==> src/rtl/sram_stream_reader.sv <==
// rtl/sram_stream_reader.sv - burst reader from an 8K x 32b SRAM read port onto a valid/ready stream
module sram_stream_reader #(
    parameter int AW = 13,
    parameter int DW = 32,
    parameter int LW = 14
) (
    input  logic          clk,
    input  logic          rst,
    input  logic          start,
    input  logic [AW-1:0] base_addr,
    input  logic [LW-1:0] len,
    output logic          busy,
    output logic          done,
    output logic          csbn,
    output logic [AW-1:0] raddr,
    input  logic [DW-1:0] rdata,
    output logic          m_valid,
    input  logic          m_ready,
    output logic [DW-1:0] m_data,
    output logic          m_last
);

    typedef enum logic [1:0] {IDLE, RUN, FIN} state_t;

    state_t        state;
    logic [AW-1:0] base;
    logic [LW-1:0] blen;
    logic [LW-1:0] issued;
    logic [LW-1:0] accepted;
    logic          inflight;
    logic          inflight_last;
    logic [1:0]    count;
    logic [DW-1:0] slot1_data;
    logic          slot1_last;

    logic          pop;
    logic [2:0]    occupancy;
    logic          issue_last;

    // Occupancy counts buffered words plus the read in flight, minus the word leaving now.
    assign pop        = m_valid & m_ready;
    assign occupancy  = {1'b0, count} + {2'b00, inflight} - {2'b00, pop};
    assign csbn       = (state == RUN) && (issued < blen) && (occupancy < 3'd2);
    assign raddr      = base + issued[AW-1:0];
    assign issue_last = (issued == blen - 1'b1);
    assign busy       = (state == RUN);

    always_ff @(posedge clk) begin
        if (rst) begin
            state         <= IDLE;
            base          <= '0;
            blen          <= '0;
            issued        <= '0;
            accepted      <= '0;
            inflight      <= 1'b0;
            inflight_last <= 1'b0;
            count         <= 2'd0;
            slot1_data    <= '0;
            slot1_last    <= 1'b0;
            m_valid       <= 1'b0;
            m_data        <= '0;
            m_last        <= 1'b0;
            done          <= 1'b0;
        end else begin
            done          <= 1'b0;
            inflight      <= csbn;
            inflight_last <= csbn & issue_last;
            if (csbn) begin
                issued <= issued + 1'b1;
            end
            case (state)
                IDLE: begin
                    if (start) begin
                        if (len != '0) begin
                            base     <= base_addr;
                            blen     <= len;
                            issued   <= '0;
                            accepted <= '0;
                            state    <= RUN;
                        end else begin
                            done  <= 1'b1;
                            state <= FIN;
                        end
                    end
                end
                RUN: begin
                    if (pop) begin
                        accepted <= accepted + 1'b1;
                        if (accepted + 1'b1 == blen) begin
                            done  <= 1'b1;
                            state <= FIN;
                        end
                    end
                    // m_* registers are the buffer head; slot1 is the second entry.
                    case ({pop, inflight})
                        2'b01: begin
                            if (count == 2'd0) begin
                                m_valid <= 1'b1;
                                m_data  <= rdata;
                                m_last  <= inflight_last;
                                count   <= 2'd1;
                            end else begin
                                slot1_data <= rdata;
                                slot1_last <= inflight_last;
                                count      <= 2'd2;
                            end
                        end
                        2'b10: begin
                            if (count == 2'd2) begin
                                m_data <= slot1_data;
                                m_last <= slot1_last;
                                count  <= 2'd1;
                            end else begin
                                m_valid <= 1'b0;
                                m_last  <= 1'b0;
                                count   <= 2'd0;
                            end
                        end
                        2'b11: begin
                            if (count == 2'd2) begin
                                m_data     <= slot1_data;
                                m_last     <= slot1_last;
                                slot1_data <= rdata;
                                slot1_last <= inflight_last;
                            end else begin
                                m_data <= rdata;
                                m_last <= inflight_last;
                            end
                        end
                        default: ;
                    endcase
                end
                FIN: state <= IDLE;
                default: state <= IDLE;
            endcase
        end
    end

endmodule

==> config.mk <==
export PLATFORM = sky130hd
export DESIGN_NAME = sram_stream_reader
export DESIGN_NICKNAME = d
export VERILOG_FILES = /design/src/rtl/sram_stream_reader.sv
export SDC_FILE = /design/constraint.sdc
export NUM_CORES = 1
export LEC_CHECK = 0
export BUFFER_PORTS_ARGS = -buffer_cell sky130_fd_sc_hd__buf_4
export CAP_MARGIN = 20
export CORE_ASPECT_RATIO = 0.5
export CORE_UTILIZATION = 50
export DETAILED_ROUTE_END_ITERATION = 8
export GPL_TIMING_DRIVEN = 0
export PLACE_DENSITY_LB_ADDON = 0.12
export SLEW_MARGIN = 20
export SYNTH_ARGS = -nofsm -noshare
export SYNTH_HDL_FRONTEND = slang
export SYNTH_SLANG_ARGS = --single-unit
==> constraint.sdc <==
create_clock -name clk -period 3.9 [get_ports clk]
set_input_delay 0 -clock clk [delete_from_list [all_inputs] [get_ports clk]]
set_output_delay 0 -clock clk [all_outputs]
set_load 0.1 [all_outputs]
==> flow_summary.yaml, run 1 <==
global_route:
  antenna_found_initial: 0
  grt_pass1_wl_microns: 30970
  grt_overflow: 0
  grt_max_degree: 17
  grt_usage: 0.2698
  grt_pass1_vias: 6445
floorplan:
  die_x_microns: 169.5
  design.core.area_sq_um: 13630
  io-pin-count: 113
  fp.dieH_microns: 85.73
  fp.dieArea_sq_um: 14530
  start_util: 0.5145
  rows: 30
pwr:
  seqPwrFrac: 0.378
  fin_total_pwr_mw: 3.669
  p_sw_mw: 1.165
  swShare: 0.3175
  ir_worst_vdd_mv: 0.2318
  pwr-share-comb: 0.196
  powerDensity_nw_per_um2: 396.2
  clockPowerShare: 0.426
  p_leak_nw: 3.558
  intPower_mw: 2.505
worst_hold_path:
  hold_class: "in -> reg"
  hold_path_depth: 4
  hold_path_startpoint: "start"
  hold_end: "state[1]$_SDFFE_PP0P_"
sta:
  setup_ws_ns: 0.4231
  final_max_slew_viol_count: 0
  finalCritPeriodShare: 0.8915
  worstMarginPinSlew_ns: 0.8435
  fin_crit_ns: 3.477
  hold_viol: 0
  max_freq_mhz: 287.6
  holdWs_ns: 0.02983
  finalClockSkew_ns: 0.008386
  rsz0062_at_grt: "false"
  setup_violations: 0
  slew_headroom: 0.4377
  finalSetupTns_ns: 0
synth:
  synth_largest_area_cell: "dfxtp_1"
  synth_most_common_cell: "nand2_1"
  syn_area_per_cell_sq_um: 7.904
  synth_seq_cells: 129
  synth_area_leaders: "dfxtp_1 37%, nand2_1 8.1%, a21oi_1 6.6%"
  ys_warn_count: 0
  netlist_instances: 887
  syn-num-nets: 986
  async_flop_share: 0
  ys_types: 56
  synthesis.area_sq_um: 7010
  synth_top_flop_cell: "dfxtp_1"
  synth_seq_area_share: 0.3684
  synth-edff-count: 0
  synth_common_cells: "151 x nand2_1, 129 x dfxtp_1, 92 x a21oi_1"
  synth_top_cell_area_share: 0.3684
worst_setup_path:
  critical_path_class: "reg -> out"
  r2r_setup_slack_ns: 0.72
  r2r_start: "count[0]$_SDFFE_PP0P_"
  r2r_cells: 13
  crit_path_start_kind: "register"
  endpoint_kind: "output port"
  critPathLaunch: "count[0]$_SDFFE_PP0P_"
  crit_fanout: 10
  r2r_end: "issued[12]$_SDFF_PP0_"
  crit_required_ns: 3.90
  worstPathArrival_ns: 3.48
final_layout:
  antenna_cells: 0
  utilization: 0.6797
  nFillCells: 1128
  stdcell_count: 1282
  drive_gt1_frac: 0.1532
  design_area_sq_um: 9261
  nets: 1176
  area_growth_pct: 32.11
clock_network:
  clk_pin_slew_ns: 0.06
  clk_latency_ns: 0.42
  cts_buffers: 17
  cts.sinks: 129
  clk_path_buf_depth: 2
  root_buffer: "clkbuf_16"
  cts_tree: "yes"
  cts-htree-levels: 4
detailed_routing:
  via_per_inst: 5.428
  first_iter_violations: 453
  first_pass_iters: 5
  routed_wl_microns: 19050
  via_count: 6959
  drc: 0
  antenna_left: 0
  avgRoutedWirePerCell_microns: 14.86
placement:
  postPlaceCellArea_sq_um: 8084
  dp_hpwl_microns: 13480
  place.gp.congestion: 0.8552
  place_inst: 1190
  portBuffers: 111
  dp_slack_ns: 0.5418
job:
  maxCapViolCount: 0
run_status:
  outcome: "complete, no violations"
==> flip-flops by register name (all words and copies together), names as in the netlist <==
signal	count
issued	14
done	1
m_data	32
slot1_last	1
accepted	14
base	13
inflight_last	1
m_valid	1
count	2
slot1_data	32
blen	14
m_last	1
state	2
inflight	1
==> critical path: stages (launching register included) <==
cell and delay, ns:
dfxtp_1 0.30, clkbuf_1 0.29, inv_1 0.14, ha_1 0.30, nand2b_1 0.15, fa_1 0.47
nor2b_1 0.15, nand4_1 0.13, nor2_1 0.08, a21oi_2 0.39, buf_2 0.32, inv_1 0.10
buf_4 0.24
==> placed cells by master, fill, tap and decap left out, types with 3 or more instances in the layout <==
cell / count
a22oi_1: 34
inv_1: 29
dlygate4sd3_1: 60
nand4_1: 12
or3_1: 11
and4_1: 4
buf_2: 6
buf_4: 111
dfxtp_1: 129
nor3_1: 23
nand3_1: 16
a21oi_1: 91
nand2_1: 151
o211ai_1: 6
o21ai_0: 29
and3_1: 7
clkinv_4: 3
and2_1: 3
nor2_1: 76
nor2b_1: 6
clkbuf_16: 17
nor4_1: 9
buf_1: 5
inv_6: 7
clkbuf_1: 47
nand2b_1: 6
buf_6: 5
a311oi_1: 4
nor4_2: 4
a211oi_1: 35
xor2_1: 13
ha_1: 34
xnor2_1: 46
a31oi_1: 6
o21ai_1: 3
nand3b_1: 5
==> cells by family after synthesis <==
group                      count (synthesis)  synth area share
adders and majority gates                 36           0.06639
AOI/OAI and AO/OA                        228            0.2024
and+or+nand+nor                          342            0.2306
buffers and inverters                     92           0.05711
xor gates and xnor gates                  59           0.07371
muxes                                      1          0.001428
DFF                                      129            0.3684
==> timing repair <==
action,in CTS,in global routing
buffers inserted,0,0
hold buffers,60,0
gates resized for setup,0,1
endpoints found under the setup margin,0,1
endpoints found under the hold margin,86,0
==> power groups by stage <==
stage,combinational [mW],clock (mW),sequential [mW]
2_1_floorplan,0.368,0,1.53
3_3_place_gp,0.655,0,1.41
3_5_place_dp,0.662,0,1.42
4_1_cts,0.712,1.58,1.39
5_1_grt,0.771,1.64,1.39
6_report,0.718,1.56,1.39
==> layer usage <==
layer	track usage	vias to the layer above	part of all wire
li1	-	3507	-
met1	0.3449	3209	0.47
met2	0.4482	215	0.46
met3	0.05399	28	0.055
met4	0.1138	0	0.019
met5	0	-	0
==> how the worst max path moves through the flow <==
stage,end,slack [ns]
after CTS,csbn,0.15
after global routing,csbn,0.12
final,csbn,0.42
after detailed placement,issued[12]$_SDFF_PP0_,0.54
after floorplan,issued[1]$_SDFF_PP0_,0.02
after global placement,issued[12]$_SDFF_PP0_,0.61
==> cell type report <==
cell class / instances / area, sq um / area share
plain buffers: 63 / 291.5 / 0.03148
clock inverters: 14 / 143.9 / 0.01554
well taps: 192 / 240.2 / 0.02594
repair buffers: 171 / 1434 / 0.1548
multi-input cells: 666 / 4031 / 0.4353
inverters: 29 / 108.9 / 0.01175
clock buffers: 18 / 429.2 / 0.04634
flip-flops and latches: 129 / 2582 / 0.2788
Note: power is estimated with default switching activity, not from simulation.
==> run 2, diff against run 1 <==
Settings changed: PLACE_DENSITY from default to 0.72, PLACE_DENSITY_LB_ADDON 0.12 to default.
==> run 2 against run 1 <==
Flip-flop and latch count unchanged. Design area up 0.11%. Count of clock-buffer cells in the layout unchanged. Clock power up 3%. Largest cell class unchanged. Largest power group unchanged.
==> flow_summary.yaml, run 2 (same netlist as run 1, synthesis figures left out) <==
detailed_routing:
  via_count: 6966
  routed_wl_microns: 19480
  via_per_inst: 5.434
  antenna_left: 0
  drc: 0
  first_pass_iters: 5
  first_iter_violations: 410
  avgRoutedWirePerCell_microns: 15.19
worst_setup_path:
  worstPathArrival_ns: 3.47
  r2r_cells: 13
  crit_fanout: 10
  crit_path_start_kind: "register"
  crit_required_ns: 3.90
  critical_path_class: "reg -> out"
  endpoint_kind: "output port"
sta:
  finalCritPeriodShare: 0.8896
  worstMarginPinSlew_ns: 0.8736
  fin_crit_ns: 3.470
  hold_viol: 0
  final_max_slew_viol_count: 0
  finalClockSkew_ns: 0.008519
  rsz0062_at_grt: "false"
  max_freq_mhz: 288.2
  slew_headroom: 0.4176
  setup_violations: 0
  finalSetupTns_ns: 0
clock_network:
  clk_path_buf_depth: 2
  cts-htree-levels: 4
  cts_setup_buffers: 0
  cts.sinks: 129
  cts_tree: "yes"
  clk_pin_slew_ns: 0.06
  clk_latency_ns: 0.42
  cts_buffers: 17
  root_buffer: "clkbuf_16"
final_layout:
  utilization: 0.6804
  area_growth_pct: 32.25
  reg_top3: "m_data x32, slot1_data x32"
  design_area_sq_um: 9271
  nets: 1176
  drive_gt1_frac: 0.1541
  antenna_cells: 0
  layout_common_cells: "151 x nand2_1, 129 x dfxtp_1, 111 x buf_4"
  final_common_cell: "nand2_1"
job:
  maxCapViolCount: 0
worst_hold_path:
  hold_path_depth: 4
  hold_class: "in -> reg"
pwr:
  ir_worst_vdd_mv: 0.2317
  powerDensity_nw_per_um2: 400.2
  fin_total_pwr_mw: 3.710
  p_leak_nw: 3.558
floorplan:
  design.core.area_sq_um: 13630
  die_x_microns: 169.5
  start_util: 0.5145
  io-pin-count: 113
  fp.dieH_microns: 85.73
  fp.dieArea_sq_um: 14530
  rows: 30
global_route:
  grt_pass1_wl_microns: 31730
  grt_pass1_vias: 6448
  grt_overflow: 0
  grt_usage: 0.2765
  antenna_found_initial: 0
  grt_max_degree: 17
placement:
  dp_hpwl_microns: 13730
  postPlaceCellArea_sq_um: 8084
  place.gp.congestion: 0.8982
  portBuffers: 111
run_status:
  outcome: "complete, no violations"
## run 2: cell count changes in the layout (fill, tap and decap cells not counted)
| cell | delta |
|---|---|
| clkinvlp_4 | +2 |
| inv_8 | +1 |
| clkbuf_8 | +1 |
| clkinv_4 | -3 |
| clkbuf_1 | -1 |
## run 2: layout make-up
cell class / instances / area, sq um
timing repair buffer: 171 / 1434
clock inverter: 14 / 143.9
inverter: 29 / 108.9
fill: 1185 / 4354
sequential: 129 / 2582
buffer: 63 / 291.5
clock buffer: 18 / 439.2
multi-input combinational: 666 / 4031
tap: 192 / 240.2
## run 2: worst paths after layout
kind | from | to | slack [ns]
worst max-delay path | m_valid$_SDFFE_PP0P_ | csbn | 0.43
worst min-delay path | start | state[1]$_SDFFE_PP0P_ | 0.03
worst max register to register | m_valid$_SDFFE_PP0P_ | issued[12]$_SDFF_PP0_ | 0.68
worst min register to register | slot1_data[24]$_SDFFE_PP0P_ | slot1_data[24]$_SDFFE_PP0P_ | 0.46
## run 2: where the power goes
group	leakage, nW	internal (mW)	total, mW	switching [mW]
Sequential	1.05	1.36	1.39	0.0303
Clock	0.275	0.918	1.60	0.686
Combinational	2.24	0.250	0.720	0.470
## run 2: layer usage
metal  global-route usage  routed length, microns
met1               0.3801                    9533
met2               0.4501                    8790
met3              0.04938                     972
met4              0.07125                     179
met5                    0                       0
## run 2: through the flow
| step | hold slack, ns | cells | setup slack [ns] |
|---|---|---|---|
| after floorplan | 0.1360 | 887 | 0.02119 |
| after global placement | 0.2474 | 1190 | 0.6175 |
| after detailed placement | 0.2576 | 1190 | 0.5789 |
| after CTS | 0.02159 | 1282 | 0.2155 |
| after global routing | 0.04888 | 1282 | 0.2311 |
| final | 0.03182 | 1282 | 0.4304 |
## run 2: repair_timing
action                     CTS  global route
hold endpoints to repair    82             0
hold buffers                60             0
setup endpoints to repair    0             1
resized for setup            0             1
## run 2: critical path, cell delays in order, from the launching register on
cell	delay, ns
dfxtp_1	0.37
nand2_1	0.17
inv_1	0.25
ha_1	0.27
nand2b_1	0.15
fa_1	0.44
nor2b_1	0.14
nand4_1	0.14
nor2_1	0.08
a21oi_2	0.39
buf_2	0.33
inv_1	0.09
buf_4	0.24
==> run 3, diff against run 2 <==
Settings changed: ABC_AREA from default to 1.
==> run 3 against run 2 <==
Combinational power increased by 5.1%. Final cell count grew 11%. Sequential share of layout area decreased by 0.56 points. Non-clock buffer count shrank 20. Design area increased by 2.1%. Critical path depth unchanged. Flip-flop and latch count unchanged. Synthesized area grew 2.2%. Synthesized cell count up 16%. Global-route usage rose by 1.1 points. First-iteration DRC count is 15% higher. Critical endpoint unchanged. Largest cell class unchanged.
==> flow_summary.yaml, run 3 <==
clock_network:
  cts.sinks: 129
  cts_setup_buffers: 0
  clk_latency_ns: 0.42
  clk_pin_slew_ns: 0.06
  root_buffer: "clkbuf_16"
  cts_tree: "yes"
  cts_buffers: 17
  clk_path_buf_depth: 2
  cts-htree-levels: 4
synth:
  synth_seq_area_share: 0.3606
  yosys.area_share.simple: 0.2374
  synth_top_cell_area_share: 0.3606
  synth_top_family_by_area: "simple AND/OR/NAND/NOR gates"
  muxShareOfSynthArea: 0
  syn_area_per_cell_sq_um: 6.960
  ys_types: 41
  ys_warn_count: 0
  synth-edff-count: 0
  synth_seq_cells: 129
  synth_top_flop_cell: "dfxtp_1"
  synth-compound-area-share: 0.1857
  yosys.area_share.xor_xnor: 0.04717
  async_flop_share: 0
  syn-num-nets: 1128
  netlist_instances: 1029
  synth_most_common_cell: "nand2_1"
  synth_area_leaders: "dfxtp_1 36%, nand2_1 11%, a21oi_1 8.7%"
  synth_largest_area_cell: "dfxtp_1"
  synthAdderAreaFrac: 0.06499
  synthesis.area_sq_um: 7162
  synth_common_cells: "209 x nand2_1, 141 x inv_1, 129 x dfxtp_1"
worst_setup_path:
  crit_path_start_kind: "register"
  crit_required_ns: 3.90
  r2r_setup_slack_ns: 0.95
  worstPathArrival_ns: 3.37
  crit_chain: "nand2_1, inv_1, ha_1, or2_2, fa_1, a21oi_1, nand4_1, nor2_1, nand2_1, inv_1, buf_4, buf_4"
  endpoint_kind: "output port"
  cp_num_buf_inv: 4
  slowest_stage: "fa_1"
  critical_path_class: "reg -> out"
  crit_family: "simple AND/OR/NAND/NOR gates"
  crit_fanout: 10
  slowest_delay_ns: 0.38
global_route:
  antenna_found_initial: 0
  grt_pass1_wl_microns: 33240
  grt_max_degree: 17
  grt_usage: 0.2874
  grt_overflow: 0
  grt_pass1_vias: 6987
floorplan:
  io-pin-count: 113
  design.core.area_sq_um: 13780
  fp.dieH_microns: 86.63
  fp.dieArea_sq_um: 14840
  start_util: 0.5199
  die_x_microns: 171.3
  rows: 30
job:
  maxCapViolCount: 0
detailed_routing:
  antenna_left: 0
  routed_wl_microns: 20750
  first_iter_violations: 473
  via_per_inst: 5.251
  drc: 0
  first_pass_iters: 5
  avgRoutedWirePerCell_microns: 14.57
  via_count: 7478
run_status:
  outcome: "complete, no violations"
final_layout:
  nets: 1319
  design_area_sq_um: 9463
  antenna_cells: 0
  reg_top3: "m_data x32, slot1_data x32"
  final_common_cell: "nand2_1"
  drive_gt1_frac: 0.1453
  layout_common_cells: "209 x nand2_1, 141 x inv_1, 129 x dfxtp_1"
  area_growth_pct: 32.13
pwr:
  ir_worst_vdd_mv: 0.3038
  powerDensity_nw_per_um2: 407.1
  p_leak_nw: 4.005
sta:
  worstMarginPinSlew_ns: 0.6393
  fin_crit_ns: 3.374
  hold_viol: 0
  finalSetupTns_ns: 0
  finalClockSkew_ns: 0.008644
  final_max_slew_viol_count: 0
  finalCritPeriodShare: 0.8651
  setup_violations: 0
  rsz0062_at_grt: "false"
  slew_headroom: 0.5722
  holdWs_ns: 0.1993
  max_freq_mhz: 296.4
placement:
  dp_hpwl_microns: 14570
  postPlaceCellArea_sq_um: 8235
  place.gp.congestion: 0.9284
  portBuffers: 111
worst_hold_path:
  hold_class: "in -> reg"
run 3: changes by cell type after synthesis, sizes merged, moves of 13 or more:
cell	previous run	this run
a211oi	35	3
a21oi	92	124
a22oi	34	0
clkbuf	47	31
inv	29	146
nand2	151	214
nand3	16	54
nor3	24	9
o21ai	32	82
o22ai	0	32
or3	13	0
xnor2	46	16
run 3: routing by layer:
layer  part of all wire  track usage  up-vias
met1               0.44       0.3467     3429
met4              0.022       0.1185        0
met5                  0            0        -
li1                   -            -     3767
met2               0.47       0.4937      242
met3              0.058      0.07123       40
run 3: worst register-to-register path: stages, from the launching register on:
cell and delay, ns:
dfxtp_1 0.36, nand2_1 0.13, inv_1 0.15, ha_1 0.25
or2_2 0.31, fa_1 0.38, a21oi_1 0.19, nand4_1 0.13
nor2_1 0.11, nand2_1 0.24, inv_1 0.21, buf_4 0.21
nand2_1 0.07, nand2_1 0.06, a21oi_1 0.06
run 3: report_power, final:
group	switching (mW)	internal [mW]	total, mW
registers	0.0403	1.37	1.41
clock network	0.650	1.03	1.68
logic	0.499	0.258	0.757
total	1.19	2.66	3.85
run 3: logic make-up (layout without fill, tap and decap cells):
logic type / count (synthesis) / in the layout
AND/OR/NAND/NOR: 387 / 387
AO/OA/AOI/OAI: 251 / 251
buffers and inverters: 189 / 392
flip-flops: 129 / 129
XOR/XNOR: 37 / 37
adder cells (fa/ha/maj): 36 / 36
run 3: final cells by class:
cell class | instances | area, sq um
fillers | 1146 | 4313
flip-flops and latches | 129 | 2582
repair buffers | 172 | 1444
clock buffers | 18 | 439.2
clock inverters | 13 | 177.7
multi-input cells | 711 | 3834
plain buffers | 42 | 193.9
well taps | 192 | 240.2
inverters | 147 | 551.8
run 3: what timing repair did:
| action | 4_1_cts | 5_1_grt |
|---|---|---|
| endpoints found under the hold margin | 92 | 0 |
| hold buffers | 61 | 0 |
| resized for setup | 0 | 0 |
| setup endpoints to repair | 0 | 0 |
run 3: worst paths after layout:
path                                 from                      end  cells after the start
setup / recovery     m_valid$_SDFFE_PP0P_                     csbn                     12
hold / removal                    m_ready     m_valid$_SDFFE_PP0P_                      5
setup reg to reg     m_valid$_SDFFE_PP0P_     issued[9]$_SDFF_PP0_                     14
hold reg to reg   slot1_last$_SDFFE_PP0P_  slot1_last$_SDFFE_PP0P_                      2
run 3: through the flow:
step / setup slack (ns) / power [mW] / utilization / instances
4_1_cts: 0.5271 / 3.852 / 0.6869 / 1424
5_1_grt: 0.3349 / 3.998 / 0.6869 / 1424
2_1_floorplan: 0.4359 / 1.941 / - / 1029
3_5_place_dp: 0.9704 / 2.134 / 0.5978 / 1332
3_3_place_gp: 0.9887 / 2.120 / 0.5978 / 1332
6_report: 0.5259 / 3.852 / 0.6869 / 1424
